--- src/rtl/gci_std_display_bar_writer.sv ---
// ----------------------------------------------------------------------------
// gci_std_display_bar_writer
//
// Colour-bar VRAM filler. It sits on the write bus in front of gci_std_display.
// A start pulse makes it write every pixel of the frame buffer once, in raster
// order. Each pixel gets a 16-bit RGB565 colour-bar value. It is used for
// power-on test screens and for self-checking display simulation.
//
// Parameters
//   P_H_SIZE     pixels per line (<= 1024)
//   P_V_SIZE     lines per frame (<= 512)
//   P_BASE_ADDR  bus address of pixel 0
//
// Ports
//   iCLOCK     in   system clock, rising edge
//   inRESET    in   synchronous active-low reset
//   iSTART     in   single-cycle start request (honoured only when idle)
//   iABORT     in   finish the in-flight request, then stop
//   oBUSY      out  high from the cycle after start up to and including DONE
//   oDONE      out  one-cycle pulse when the frame or the abort completes
//   oDEV_REQ   out  bus write request
//   iDEV_BUSY  in   display busy; stalls the pending request
//   oDEV_RW    out  1 = write (mirrors oDEV_REQ)
//   oDEV_ADDR  out  write address, P_BASE_ADDR + 4*pixel_index
//   oDEV_DATA  out  write data, {16'h0, RGB565}
//
// Every output comes straight from a flop.
// ----------------------------------------------------------------------------
module gci_std_display_bar_writer #(
   parameter int          P_H_SIZE    = 640,
   parameter int          P_V_SIZE    = 480,
   parameter logic [31:0] P_BASE_ADDR = 32'h0000C400
) (
   input  logic        iCLOCK,
   input  logic        inRESET,
   input  logic        iSTART,
   input  logic        iABORT,
   output logic        oBUSY,
   output logic        oDONE,
   output logic        oDEV_REQ,
   input  logic        iDEV_BUSY,
   output logic        oDEV_RW,
   output logic [31:0] oDEV_ADDR,
   output logic [31:0] oDEV_DATA
);

   typedef enum logic [1:0] {
      ST_IDLE = 2'd0,
      ST_REQ  = 2'd1,
      ST_GAP  = 2'd2,
      ST_DONE = 2'd3
   } state_t;

   localparam logic [9:0] H_LAST = 10'(P_H_SIZE - 1);
   localparam logic [8:0] V_LAST = 9'(P_V_SIZE - 1);

   // Horizontal band: the screen is cut into 80-pixel columns (5 steps of
   // h[9:4]). Everything from column 7 onward shares the last band.
   function automatic logic [2:0] h_band(input logic [9:0] h);
      logic [5:0] hb;
      hb = h[9:4];
      if      (hb < 6'd5)  h_band = 3'd0;
      else if (hb < 6'd10) h_band = 3'd1;
      else if (hb < 6'd15) h_band = 3'd2;
      else if (hb < 6'd20) h_band = 3'd3;
      else if (hb < 6'd25) h_band = 3'd4;
      else if (hb < 6'd30) h_band = 3'd5;
      else if (hb < 6'd35) h_band = 3'd6;
      else                 h_band = 3'd7;
   endfunction

   // Vertical band: 120-line rows. Row 3 runs to the bottom of the frame.
   function automatic logic [1:0] v_band(input logic [8:0] v);
      if      (v < 9'd120) v_band = 2'd0;
      else if (v < 9'd240) v_band = 2'd1;
      else if (v < 9'd360) v_band = 2'd2;
      else                 v_band = 2'd3;
   endfunction

   // The bands are summed with 3-bit wrap so that the colours rotate by one
   // step on each row band.
   function automatic logic [15:0] bar_colour(input logic [9:0] h, input logic [8:0] v);
      logic [2:0] sel;
      sel = h_band(h) + {1'b0, v_band(v)};
      case (sel)
         3'd0:    bar_colour = 16'hF800;
         3'd1:    bar_colour = 16'h07E0;
         3'd2:    bar_colour = 16'h001F;
         3'd3:    bar_colour = 16'hF81F;
         3'd4:    bar_colour = 16'hFFE0;
         3'd5:    bar_colour = 16'h07FF;
         3'd6:    bar_colour = 16'h0000;
         default: bar_colour = 16'hFFFF;
      endcase
   endfunction

   state_t      state_q, state_d;
   logic        abort_q, abort_d;
   logic [9:0]  h_q,     h_d;
   logic [8:0]  v_q,     v_d;
   logic [19:0] idx_q,   idx_d;
   logic        busy_q,  busy_d;
   logic        done_q,  done_d;
   logic        req_q,   req_d;
   logic [31:0] addr_q,  addr_d;
   logic [15:0] data_q,  data_d;

   logic accept;
   logic last_pixel;

   assign accept     = req_q && !iDEV_BUSY;
   assign last_pixel = (h_q == H_LAST) && (v_q == V_LAST);

   always_comb begin
      state_d = state_q;
      abort_d = abort_q;
      h_d     = h_q;
      v_d     = v_q;
      idx_d   = idx_q;
      busy_d  = busy_q;
      done_d  = 1'b0;
      req_d   = req_q;
      addr_d  = addr_q;
      data_d  = data_q;

      case (state_q)
         ST_IDLE: begin
            // An abort while idle (even one alongside start) is dropped.
            abort_d = 1'b0;
            busy_d  = 1'b0;
            req_d   = 1'b0;
            addr_d  = '0;
            data_d  = '0;
            if (iSTART) begin
               state_d = ST_REQ;
               h_d     = '0;
               v_d     = '0;
               idx_d   = '0;
               busy_d  = 1'b1;
               req_d   = 1'b1;
               addr_d  = P_BASE_ADDR;
               data_d  = bar_colour(10'd0, 9'd0);
            end
         end

         ST_REQ: begin
            if (iABORT) abort_d = 1'b1;
            if (accept) begin
               req_d = 1'b0;
               // An abort in the same cycle as acceptance still counts, so
               // the write being accepted is the last one.
               if (last_pixel || abort_q || iABORT) begin
                  state_d = ST_DONE;
                  done_d  = 1'b1;
               end else begin
                  state_d = ST_GAP;
                  idx_d   = idx_q + 20'd1;
                  if (h_q == H_LAST) begin
                     h_d = '0;
                     v_d = v_q + 9'd1;
                  end else begin
                     h_d = h_q + 10'd1;
                  end
               end
            end
            // When not accepted, addr/data stay put for the stalled request.
         end

         ST_GAP: begin
            if (iABORT) abort_d = 1'b1;
            // Address and colour are loaded only here, when REQ is entered.
            // That keeps them stable for as long as the display stalls.
            state_d = ST_REQ;
            req_d   = 1'b1;
            addr_d  = P_BASE_ADDR + {10'd0, idx_q, 2'b00};
            data_d  = bar_colour(h_q, v_q);
         end

         ST_DONE: begin
            state_d = ST_IDLE;
            abort_d = 1'b0;
            busy_d  = 1'b0;
            addr_d  = '0;
            data_d  = '0;
         end

         default: begin
            state_d = ST_IDLE;
            abort_d = 1'b0;
            busy_d  = 1'b0;
            req_d   = 1'b0;
            addr_d  = '0;
            data_d  = '0;
         end
      endcase
   end

   always_ff @(posedge iCLOCK) begin
      if (!inRESET) begin
         state_q <= ST_IDLE;
         abort_q <= 1'b0;
         h_q     <= '0;
         v_q     <= '0;
         idx_q   <= '0;
         busy_q  <= 1'b0;
         done_q  <= 1'b0;
         req_q   <= 1'b0;
         addr_q  <= '0;
         data_q  <= '0;
      end else begin
         state_q <= state_d;
         abort_q <= abort_d;
         h_q     <= h_d;
         v_q     <= v_d;
         idx_q   <= idx_d;
         busy_q  <= busy_d;
         done_q  <= done_d;
         req_q   <= req_d;
         addr_q  <= addr_d;
         data_q  <= data_d;
      end
   end

   assign oBUSY     = busy_q;
   assign oDONE     = done_q;
   assign oDEV_REQ  = req_q;
   assign oDEV_RW   = req_q;
   assign oDEV_ADDR = addr_q;
   assign oDEV_DATA = {16'h0000, data_q};

endmodule

--- config.mk ---
export PLATFORM = sky130hd
export DESIGN_NAME = gci_std_display_bar_writer
export DESIGN_NICKNAME = d
export VERILOG_FILES = /design/src/rtl/gci_std_display_bar_writer.sv
export SDC_FILE = /design/constraint.sdc
export NUM_CORES = 1
export LEC_CHECK = 0
export BUFFER_PORTS_ARGS = -buffer_cell sky130_fd_sc_hd__buf_2
export CORE_ASPECT_RATIO = 1.4
export CORE_MARGIN = 10
export CORE_UTILIZATION = 60
export DETAILED_ROUTE_END_ITERATION = 10
export GPL_TIMING_DRIVEN = 1
export HOLD_SLACK_MARGIN = 0.03
export PLACE_DENSITY = 0.91
export SYNTH_ARGS = -nofsm -noshare
export SYNTH_HDL_FRONTEND = slang
export SYNTH_SLANG_ARGS = --single-unit
--- constraint.sdc ---
create_clock -name iCLOCK -period 7.7 [get_ports iCLOCK]
set_input_delay 0.385 -clock iCLOCK [delete_from_list [all_inputs] [get_ports iCLOCK]]
set_output_delay 0.385 -clock iCLOCK [all_outputs]
set_load 0.005 [all_outputs]
Yosys cells after proc, flatten, opt, wreduce, memory -nomap -nowiden
Index checks and enable logic that the tools add are counted.
{ "word_totals": {"out_inout_bits": 68, "ff_bits": 93} }
{ "op_classes": {"addsub": 5, "order_cmp": 10, "reduce_logical": 18, "n_mux": 42, "n_eq_ne": 16} }
{ "ops": {"columns": ["operator", "n"], "rows": [
  ["16-bit case mux with 7 select lines", 1],
  ["32-bit case mux with 3 select lines", 1],
  ["20-bit two-way mux", 3],
  ["16-bit case mux with 3 select lines", 1],
  ["10-bit two-way mux", 4],
  ["20-bit case mux with 2 select lines", 1],
  ["9-bit two-way mux", 4],
  ["16-bit two-way mux", 2],
  ["16-bit by 22-bit adder with 23-bit output (first input constant)", 1],
  ["20-bit by 1-bit adder with 20-bit output (second input constant)", 1],
  ["10-bit case mux with 2 select lines", 1],
  ["6-bit by 5-bit less-than comparator with 1-bit output (second input constant)", 3],
  ["9-bit case mux with 2 select lines", 1],
  ["3-bit two-way mux", 5],
  ["2-bit two-way mux", 7],
  ["6-bit by 4-bit less-than comparator with 1-bit output (second input constant)", 2],
  ["10-bit by 1-bit adder with 10-bit output (second input constant)", 1],
  ["10-bit equality test (second input constant)", 1],
  ["9-bit by 1-bit adder with 9-bit output (second input constant)", 1],
  ["3-bit equality test (second input constant)", 3],
  ["9-bit equality test (second input constant)", 1],
  ["9-bit by 7-bit less-than comparator with 1-bit output (second input constant)", 1],
  ["9-bit by 8-bit less-than comparator with 1-bit output (second input constant)", 1],
  ["9-bit less-than comparator (second input constant)", 1],
  ["other kinds (25)", 43]
]} }

Logic depth before layout (Yosys ltp)
Gate-level depths: netlist of the first run.
{ "depth": {"ltp_word": 13, "depth_mapped": 13, "ltp_nobuf": 12} }

Worst setup path after synthesis of the first run
No wires, ideal clock.
{ "synth_path": {"kind": "register to register", "start": "reg h_q[8]", "end": "reg data_q[14]", "stages_incl_launch_ff": 12, "n_path_buf": 1, "setup_time_ps": 128, "required_ps": 7572, "path_slack_ps": 5218, "arrival_ps": 2355, "cell_sequence": "dfxtp_1 -> clkbuf_1 -> nand2_1 -> o31ai_1 -> a21oi_1 -> a21oi_1 -> nor2_1 -> ha_1 -> fa_1 -> ha_1 -> a221oi_1 -> nor2_1"} }
{ "synth_between": {"elab_chain_cells": 13, "word_cells_on_any_way": 25, "classes_between": "add/sub (1); order compare (7); eq/ne (6); mux (10); reduce/logical (1)"} }
{ "synth_rtl": {"columns": ["element", "line", "source"], "rows": [
  ["from (decl)", "99", "logic [9:0] h_q, h_d;"],
  ["from (signal assigned)", "202", "h_q <= '0;"],
  ["from (signal assigned)", "213", "h_q <= h_d;"],
  ["6-bit less-than comparator", "68", "else if (hb < 6'd35) h_band = 3'd6;"],
  ["1-bit two-way mux", "68", null],
  ["2-bit two-way mux", "67", "else if (hb < 6'd30) h_band = 3'd5;"],
  ["2-bit two-way mux", "66", "else if (hb < 6'd25) h_band = 3'd4;"],
  ["3-bit two-way mux", "65", "else if (hb < 6'd20) h_band = 3'd3;"],
  ["3-bit two-way mux", "64", "else if (hb < 6'd15) h_band = 3'd2;"],
  ["3-bit two-way mux", "63", "else if (hb < 6'd10) h_band = 3'd1;"],
  ["3-bit two-way mux *", "62", "if (hb < 6'd5) h_band = 3'd0;"],
  ["3-bit two-way mux *", "126", "case (state_q)"],
  ["3-bit by 2-bit adder with 3-bit output *", "84", "sel = h_band(h) + {1'b0, v_band(v)};"],
  ["3-bit equality test, or another cell as far along", "85", "case (sel)"],
  ["16-bit case mux with 7 select lines *", "85", null],
  ["16-bit case mux with 3 select lines *", "126", null],
  ["to (signal assigned)", "220", "data_q <= data_d;"],
  ["to (decl)", "106", "logic [15:0] data_q, data_d;"]
]} }
Every way passes the cells marked *; elsewhere a longest branch is shown, timed or not. The select of a mux whose other input is x is not followed.
A chain may end at the register's enable or synchronous reset.

Worst setup path in the final report of the first run
{ "layout_path": {"start": "reg state_q[1]", "end": "reg idx_q[13]"} }
{ "layout_between": {"elab_chain_cells": 3, "word_cells_on_any_way": 8, "classes_between": "eq/ne (4); mux (1); reduce/logical (3)"} }
{ "layout_rtl": {"columns": ["element", "line", "source"], "rows": [
  ["from (decl)", "97", "state_t state_q, state_d;"],
  ["from (signal assigned)", "211", "state_q <= state_d;"],
  ["2-bit by 1-bit equality test with 1-bit output / 2-bit logical NOT (equally long branches)", "126", null],
  ["2-bit != test (no line) / 2-bit nonzero test (equally long branches)", null, null],
  ["4-bit AND reduction (no line)", null, null],
  ["to (signal assigned)", "215", "idx_q <= idx_d;"],
  ["to (decl)", "101", "logic [19:0] idx_q, idx_d;"]
]} }
Parallel ways exist; a longest one is shown, timed or not.

==> summary.md, run 1 <==
| Metric | Value |
|---|---|
| Top FF cell, synth | dfxtp_1 |
| WHS | 0.4028 ns |
| Slew Limit Headroom | 0.3228 |
| Hold path cells | 3 |
| Postcts setup bufs | 0 |
| Max Root-Sink Buffers | 2 |
| Critical-path cell list | inv_1 > ha_1 > mux2i_1 > a211oi_2 > o311ai_4 > or4_1 > a21oi_1 |
| Via density per instance | 6.138 |
| TritonCTS buffer count | 9 |
| Die H | between 100 and 150 µm |
| Cell variety after synth | 62 |
| Arrival @ worst endpoint | approximately 3.7 ns |
| Clk_skew | around 0.011 ns |
| FILL cells | 523 |
| EDFF count, synth | 0 |
| Vias in the first global route | 3343 |
| Die width | around 89 µm |
| Final period util | 0.4410 |
| Largest cells by area after synthesis | dfxtp_1 (34%), buf_4 (8.0%), a21oi_1 (5.8%), ha_1 (4.3%), nand2_1 (3.6%) |
| Final #Nets | 522 |
| Die area | 10440 µm² |
| Proportion of layout cells with a drive suffix above 1 | 0.1479 |
| Fraction of the yosys area taken by sequential cells | 0.3429 |
| Critical Path RT | between 7 and 8 ns |
| Pwr Total | 1.009 mW |
| Fmax | 294.5 MHz |
| Mapped Area | 4029 µm² |
| Total negative slack | 0 ns |
| Post-synth top area share | 0.3429 |
| Post-Synthesis Cells | roughly 500 |
| Area leader, netlist | dfxtp_1 |
| Clock-pin slew on the worst setup and hold paths | around 0.08 ns |
| Status | completed |
| Core Region | approximately 6600 µm² |
| R2r endpoint | idx_q[13] |
| Via count | 3566 |
| Slowest stage delay, CP | 0.82 ns |
| RSZ-0062 raised after global routing | no |
| Leakage Power | roughly 1.6 nW |
| Register bit total from synthesis | 69 |
| CP Capture Type | register |
| Tot GR Track Use | 0.1791 |
| Yosys warning count | 0 |
| Hold wc startpoint | inRESET |
| Row cnt | 35 |
| Starting Density | 0.6133 |
| Core Util, Final | 0.6488 |
| GR Overflow Total | 0 |
| Delay-heaviest family, CP | compound AO/OA/AOI/OAI gates |
| FFs w/ async S/R, synth | 0 |
| Critical-path top delay cell | a211oi_2 |
| H-tree Lvls | 3 |
| Commonest cells in the netlist | dfxtp_1 (69), a21oi_1 (47), buf_4 (43) |
| Most common cell in the netlist | dfxtp_1 |
| Setup Viol. Count Final | 0 |
| Root Driver | clkbuf_8 |
| Drc violations | 0 |
| Final hold violation count | 0 |
| Clk Latency, worst-skew pair | 0.37 ns |
| I/O Buffers | 45 |
| Drt first pass iters | 5 |
| Clk sinks | 69 |
| Gpl congestion | about 0.88 |
| Crit start category | register |
| Pin count of the biggest net entering global routing | 37 |
| Syn avg cell area | 8.222 µm² |
| Maxcap violations | 0 |
| Worst IR drop on VDD | 0.1347 mV |
| P&R area growth vs syn | 5.776% |
| Total wire length | 9425 µm |
| Slew of the pin with the lowest slew margin | between 1 and 1.5 ns |
| Post_cts resized | 0 |
| Routed Antenna Nets | 0 |
| Critical-path maximum fanout | 22 |
| IO Pins | 73 |
| Routed length per instance | 16.22 µm |
| HP Class | input port to register |
| CTS tree | built |
| Initial antenna violation count | 0 |
| Reg2reg setup slack | 4.30 ns |
| Hold Path End | v_q[1] |
| R2r startpoint | state_q[1] |
| Post-CTS Hold Buffers | 0 |
| WS Path Type | register to register |
| Slew Limit Fails | 0 |
| DP Wirelength | 6869 µm |
| First-pass GRT wire length | 15050 µm |
| Final critical-path required period | about 3.4 ns |
| Crit path buffers/inverters | 1 |
| Number of DRC markers in iteration 0 | 223 |
| Power Density | 236.7 nW/µm² |
| Length in cells of the worst reg-to-reg path | 7 |
| Antenna diode count | 0 |
==> metal layers <==
layer | part of all wire | vias up | global-route usage
met1 | 0.39 | 1670 | 0.1938
met3 | 0.073 | 20 | 0.04363
met5 | 0 | - | 0
met2 | 0.52 | 147 | 0.3157
li1 | - | 1729 | -
met4 | 0.019 | 0 | 0.08617
==> cell families (layout without fill, tap and decap cells) <==
kind of cell    count (synthesis)  after routing  synth area share
mux                             3              3          0.007764
simple gates                  176            176            0.2323
compound gates                125            125            0.2065
xor+xnor                       19             19           0.04130
buf+inv                        82             73            0.1199
other cells                     1             27         0.0009308
fa+ha+maj                      15             15           0.04845
flops                          69             69            0.3429
==> cells in the final DEF, fill, tap and decap left out, drive strengths merged, types with 14 or more instances in the layout <==
cell,Yosys,final
or3,16,16
a21oi,47,47
dfxtp,69,69
nand3,22,22
o21ai,22,22
conb,1,27
nor2,35,35
buf,49,47
nand2,39,39
ha,14,14
==> tightest hold or removal path, cell delays in order <==
cell	delay [ns]
buf_2	0.17
nand3_1	0.10
o21ai_1	0.06
==> per-stage QoR <==
step                setup slack (ns)  cells  area [µm²]
floorplan                      5.218    516        4126
global placement               4.593    565        4014
detailed placement             4.426    565        4014
CTS                            4.381    581        4262
global route                   4.016    581        4262
finish                         4.304    581        4262
==> area by class of cell <==
cell class / count / area [µm²] / area share
clock buffers: 9 / 123.9 / 0.02907
clock inverters: 7 / 123.9 / 0.02907
inverters: 10 / 37.54 / 0.008808
multi-input cells: 365 / 2262 / 0.5308
flip-flops and latches: 69 / 1381 / 0.3241
well taps: 74 / 92.59 / 0.02173
repair buffers: 47 / 240.2 / 0.05637
==> sequential cells by signal, indices dropped and copies added, names as in the netlist <==
signal	flops
state_q	2
v_q	9
oBUSY	1
oDONE	1
abort_q	1
h_q	10
oDEV_REQ	1
data_q	3
oDEV_ADDR	21
idx_q	20
==> how the worst max path moves through the flow <==
stage	from	depth (start not counted)	to
4_1_cts	state_q[1]	7	idx_q[13]
5_1_grt	state_q[1]	7	idx_q[13]
2_1_floorplan	h_q[8]	11	data_q[14]
3_3_place_gp	state_q[1]	7	idx_q[15]
3_5_place_dp	state_q[1]	7	idx_q[13]
6_report	state_q[1]	7	idx_q[13]
==> power by group <==
group	total [mW]	internal, mW	switching (mW)	leakage [nW]
sequential	0.390	0.374	0.0153	0.557
clock	0.366	0.217	0.149	0.120
combinational	0.253	0.0799	0.173	0.910
total	1.01	0.671	0.338	1.59
Power figures use the tool's default switching activity.
==> run 2, diff against run 1 <==
CORE_UTILIZATION = 56   (was 60)
PLACE_DENSITY = 0.86   (was 0.91)
clock period = 3.2 ns   (was 7.7 ns; I/O delays follow)
==> run 2 against run 1 <==
Net effect: first-iteration DRC count is 32% lower; clock power is 99% higher; clock skew is 0.0015 ns higher; register-to-register slack worse by 3.8 ns; largest cell class unchanged.
==> summary.md, run 2 (same netlist as run 1, synthesis figures left out) <==
| Metric | Value |
|---|---|
| Status | completed |
| Post-CTS Hold Buffers | 0 (unchanged) |
| Initial antenna violation count | 0 (unchanged) |
| Comb power frac | 0.280 (+0.029) |
| Slew of the pin with the lowest slew margin | 0.8267 ns (-0.1879 ns) |
| Critical Path RT | 3.50 ns (-4.49 ns) |
| Vias in the first global route | 3445 (+3.1%) |
| Routed length per instance | 15.77 µm (-2.8%) |
| Die width | 91.69 µm (+2.7%) |
| Switching share of power | 0.3539 (+0.01883) |
| Slew Limit Headroom | 0.4468 (+0.1240) |
| TritonCTS buffer count | 9 (unchanged) |
| WS Path Type | register to register |
| Clk sinks | 69 (unchanged) |
| Proportion of layout cells with a drive suffix above 1 | 0.1566 (+0.008627) |
| Hold wc startpoint | inRESET |
| Max reg flops | 21 (unchanged) |
| Tot GR Track Use | 0.1704 (-0.008683) |
| I/O Buffers | 45 (unchanged) |
| Via count | 3559 (-0.20%) |
| HP Class | input port to register |
| P_sw | 0.8181 mW (+140%) |
| Clock-pin slew on the worst setup and hold paths | 0.08 ns (about the same) |
| Via density per instance | 5.873 (-4.3%) |
| Drc violations | 0 (unchanged) |
| Fmax | 372.5 MHz (+26%) |
| CP Capture Type | register |
| Dpl ws | 0.4614 ns (-3.965 ns) |
| Worst IR drop on VDD | 0.2888 mV (+110%) |
| Critical-path maximum fanout | 10 (-55%) |
| Clk pwr share | 0.315 (-0.048) |
| Critical Path Start | h_q[8] |
| R2r startpoint | h_q[8] |
| Pin count of the biggest net entering global routing | 27 (-27%) |
| Internal | 1.494 mW (+120%) |
| Gpl congestion | 0.8834 (about the same) |
| Max Root-Sink Buffers | 2 (unchanged) |
| CTS tree | built |
| Setup Viol. Count Final | 0 (unchanged) |
| Row cnt | 36 (+2.9%) |
| PnR worst setup slack | 0.5155 ns (-3.789 ns) |
| Clk Latency, worst-skew pair | 0.37 ns (about the same) |
| Power Density | 540.6 nW/µm² (+130%) |
| Total negative slack | 0 ns (unchanged) |
| Final period util | 0.8389 (+0.3979) |
| Number of DRC markers in iteration 0 | 152 (-32%) |
| Reg2reg setup slack | 0.52 ns (-3.79 ns) |
| Starting Density | 0.5771 (-0.03627) |
| Routed Antenna Nets | 0 (unchanged) |
| Final critical-path required period | 2.685 ns (-0.7112 ns) |
| Core Region | 6982 µm² (+6.3%) |
| Drt first pass iters | 4 (-1) |
| Die area | 11040 µm² (+5.7%) |
| Leakage Power | 1.594 nW (+0.46%) |
| Slew Limit Fails | 0 (unchanged) |
| Antenna diode count | 0 (unchanged) |
| RSZ-0062 raised after global routing | no |
| First-pass GRT wire length | 15700 µm (+4.4%) |
| FILL cells | 599 (+15%) |
| P&R area growth vs syn | 6.149% |
| Final hold violation count | 0 (unchanged) |
| IO Pins | 73 (unchanged) |
| Commonest non-fill, non-tap cell in the layout | dfxtp_1 |
| GR Overflow Total | 0 (unchanged) |
| Most frequent cells in the layout | dfxtp_1 (69), a21oi_1 (47), buf_2 (45) |
| Maxcap violations | 0 (unchanged) |
| Crit start category | register |
| Die H | 120.4 µm (+2.9%) |
| Total wire length | 9554 µm (+1.4%) |
| Final #Nets | 526 (+0.77%) |
| H-tree Lvls | 3 (unchanged) |
| Root Driver | clkbuf_8 |
| Arrival @ worst endpoint | 2.98 ns (-0.71 ns) |
| Sequential power share | 0.405 (+0.019) |
| Clk_skew | 0.01249 ns (+0.001532 ns) |
| DP Wirelength | 7119 µm (+3.6%) |
-- run 2: cell count changes in the layout (fill, tap and decap cells not counted) --
cell | before | now
a31oi_1 | 3 | 2
a31oi_2 | 0 | 1
buf_4 | 2 | 6
bufinv_16 | 3 | 1
clkbuf_8 | 9 | 10
clkinv_2 | 0 | 3
clkinv_4 | 3 | 2
clkinvlp_4 | 1 | 0
-- run 2: what timing repair did --
item,4_1_cts,5_1_grt
setup buffers,0,0
gates resized for setup,0,1
endpoints found under the setup margin,0,1
-- run 2: power groups by stage --
stage / Clock (mW) / Sequential (mW) / Combinational [mW]
finish: 0.728 / 0.936 / 0.648
CTS: 0.737 / 0.936 / 0.638
global placement: 0 / 0.953 / 0.612
detailed placement: 0 / 0.956 / 0.636
floorplan: 0 / 0.955 / 0.509
global route: 0.772 / 0.946 / 0.715
-- run 2: layout make-up --
class                   instances  area [µm²]  area share
clock inverters                 6       62.56     0.01463
flip-flops and latches         69        1381      0.3230
inverters                      10       37.54    0.008777
well taps                      95       118.9     0.02779
repair buffers                 51       270.3     0.06319
multi-input cells             365        2268      0.5304
clock buffers                  10       137.6     0.03218
-- run 2: stage by stage --
step	hold WS [ns]	util	area [µm²]	instances	total power, mW
6_report	0.1792	0.6125	4277	606	2.312
3_5_place_dp	0.4538	0.5830	4070	590	1.592
5_1_grt	0.1855	0.6125	4277	606	2.433
2_1_floorplan	0.3952	-	4126	516	1.464
3_3_place_gp	0.4473	0.5830	4070	590	1.565
4_1_cts	0.1656	0.6116	4270	606	2.311
-- run 2: path summary, 6_finish.rpt --
| path | to | cells after the start |
|---|---|---|
| setup / recovery | data_q[10] | 12 |
| hold / removal | v_q[1] | 3 |
| setup reg to reg | data_q[10] | 12 |
| hold reg to reg | oDEV_ADDR[9] | 2 |
-- run 2: routing by layer --
layer,up-vias,wire [µm],part of all wire,global-route usage
li1,1725,-,-,-
met1,1687,3586,0.38,0.1638
met2,120,4983,0.52,0.3079
met3,27,688,0.072,0.05944
met4,0,295,0.031,0.09725
met5,-,0,0,0
-- run 2: critical path, stage by stage (launching register included) --
cell and delay, ns:
dfxtp_1 0.48, nand2_1 0.15, o31ai_1 0.21, a21oi_1 0.10, a21oi_1 0.15, nor2_1 0.07, ha_1 0.20, fa_1 0.57
inv_1 0.09, ha_1 0.20, nor2_1 0.10, o221ai_1 0.12, a21oi_1 0.17
==> run 3, diff against run 2 <==
clock period = 2.6 ns   (was 3.2 ns; I/O delays follow)
==> run 3 against run 2 <==
Net effect: global-route usage down 0.064 points; clock skew down 0.0041 ns; clock power up 35%; hold slack worse by 0.025 ns; final cell count up 0.99%.
==> summary.md, run 3 (same netlist as run 1, synthesis figures left out) <==
| Metric | Value |
|---|---|
| Pin count of the biggest net entering global routing | 24 (-11%) |
| Number of DRC markers in iteration 0 | 193 (+27%) |
| Dpl ws | 0.02329 ns (-0.4382 ns) |
| HP Class | input port to register |
| First-pass GRT wire length | 15700 µm (unchanged) |
| Critical-path cell list | inv_1 > a21oi_2 > o211ai_1 > a21oi_1 > nor2_1 > ha_2 > fa_2 > inv_1 > ha_1 > nor2_1 > o221ai_1 > a21oi_1 |
| Hold wc startpoint | iDEV_BUSY |
| P_sw | 1.007 mW (+23%) |
| Vias in the first global route | 3449 (+0.12%) |
| WS Path Type | register to register |
| P&R area growth vs syn | 8.354% |
| Setup Viol. Count Final | 0 (unchanged) |
| R2r startpoint | h_q[7] |
| Initial antenna violation count | 0 (unchanged) |
| Max reg flops | 21 (unchanged) |
| Drc violations | 0 (unchanged) |
| Via density per instance | 5.877 (about the same) |
| Internal | 1.970 mW (+32%) |
| IO Pins | 73 (unchanged) |
| Routed length per instance | 15.60 µm (-1.0%) |
| Pwr Total | 2.978 mW (+29%) |
| GR Overflow Total | 0 (unchanged) |
| Drt first pass iters | 5 (+1) |
| Arrival @ worst endpoint | 2.72 ns (-0.26 ns) |
| Slowest stage delay, CP | 0.57 ns (about the same) |
| Most frequent cells in the layout | dfxtp_1 (65), a21oi_1 (46), buf_2 (45) |
| Clk sinks | 69 (unchanged) |
| Die H | 120.4 µm (unchanged) |
| Clk_skew | 0.008426 ns (-0.004067 ns) |
| Antenna diode count | 0 (unchanged) |
| Core Region | 6982 µm² (unchanged) |
| Critical Path RT | 2.90 ns (-0.60 ns) |
| Die area | 11040 µm² (unchanged) |
| Leakage Power | 1.633 nW (+2.5%) |
| Final critical-path required period | 2.424 ns (-0.2604 ns) |
| Total wire length | 9548 µm (about the same) |
| Via count | 3597 (+1.1%) |
| Status | completed |
| Post-CTS Hold Buffers | 0 (unchanged) |
| Max Root-Sink Buffers | 2 (unchanged) |
| Clock-pin slew on the worst setup and hold paths | 0.07 ns (about the same) |
| PnR worst setup slack | 0.1758 ns (-0.3396 ns) |
| Tot GR Track Use | 0.1698 (-0.0006383) |
| Gpl congestion | 0.9006 (+1.9%) |
| Final period util | 0.9324 (+0.09345) |
| Delay-heaviest family, CP | adder cells |
| Clk Latency, worst-skew pair | 0.37 ns (about the same) |
| Row cnt | 36 (unchanged) |
| Slew of the pin with the lowest slew margin | 0.6411 ns (-0.1856 ns) |
| Switching share of power | 0.3383 (-0.01562) |
| DP Wirelength | 7096 µm (-0.32%) |
| I/O Buffers | 45 (unchanged) |
| Final #Nets | 532 (+1.1%) |
| Starting Density | 0.5771 (unchanged) |
| Clk pwr share | 0.331 (+0.016) |
| Critical-path top delay cell | fa_2 |
| Proportion of layout cells with a drive suffix above 1 | 0.1818 (+0.02526) |
| TritonCTS buffer count | 9 (unchanged) |
| Final hold violation count | 0 (unchanged) |
| Slew Limit Fails | 0 (unchanged) |
| Die width | 91.69 µm (unchanged) |
| CTS tree | built |
| Crit path buffers/inverters | 2 (+1) |
| Critical Path Start | h_q[7] |
| CP Capture Type | register |
| Reg2reg setup slack | 0.18 ns (-0.34 ns) |
| Worst IR drop on VDD | 0.3753 mV (+30%) |
| Root Driver | clkbuf_8 |
| FILL cells | 587 (-2.0%) |
| Routed Antenna Nets | 0 (unchanged) |
| Comb power frac | 0.282 (+0.002) |
| Crit start category | register |
| Critical-path maximum fanout | 9 (-1) |
| Core Util, Final | 0.6253 (+0.01272) |
| Commonest non-fill, non-tap cell in the layout | dfxtp_1 |
| Power Density | 682.1 nW/µm² (+26%) |
| WHS | 0.1538 ns (-0.02546 ns) |
| Fmax | 412.5 MHz (+11%) |
| Sequential power share | 0.387 (-0.018) |
| Maxcap violations | 0 (unchanged) |
| H-tree Lvls | 3 (unchanged) |
| Slew Limit Headroom | 0.5716 (+0.1247) |
run 3: stage by stage:
step | std cells | area [µm²] | TNS, ns
after detailed placement | 596 | 4115 | 0
after floorplan | 516 | 4126 | 0
after global routing | 612 | 4365 | -0.01368
after global placement | 596 | 4115 | 0
after CTS | 612 | 4339 | 0
final | 612 | 4365 | 0
run 3: repair_timing:
| action | 4_1_cts | 5_1_grt |
|---|---|---|
| gates resized for setup | 0 | 11 |
| setup buffers | 0 | 0 |
| setup endpoints to repair | 0 | 2 |
run 3: worst min-delay path, cell delays in order:
cell	delay [ns]
buf_2	0.08
a21o_1	0.10
nand2_1	0.05
a21oi_1	0.12
run 3: layout make-up:
type | count | area (µm²) | area share
clock inverters | 6 | 86.33 | 0.01978
flip-flops and latches | 69 | 1391 | 0.3187
repair buffers | 57 | 315.3 | 0.07223
inverters | 10 | 37.54 | 0.008598
well taps | 95 | 118.9 | 0.02723
multi-input cells | 365 | 2278 | 0.5219
clock buffers | 10 | 137.6 | 0.03153
run 3: final timing paths:
check | endpoint | cells after the start
setup / recovery | data_q[10] | 12
hold / removal | oDEV_REQ | 4
setup reg to reg | data_q[10] | 12
hold reg to reg | oDEV_ADDR[3] | 2
run 3: routing by layer:
layer	share of wire	global-route usage	vias to the layer above
met1	0.37	0.1652	1697
met2	0.52	0.3030	135
met5	0	0	-
met3	0.079	0.05697	21
met4	0.029	0.1031	0
li1	-	-	1744
run 3: power groups by stage:
stage                     clock network (mW)  registers, mW  logic, mW
after floorplan                            0           1.17      0.627
after global placement                     0           1.17      0.801
after detailed placement                   0           1.18      0.828
after CTS                              0.996           1.15      0.832
after global routing                    1.04           1.16      0.927
final                                  0.986           1.15      0.840
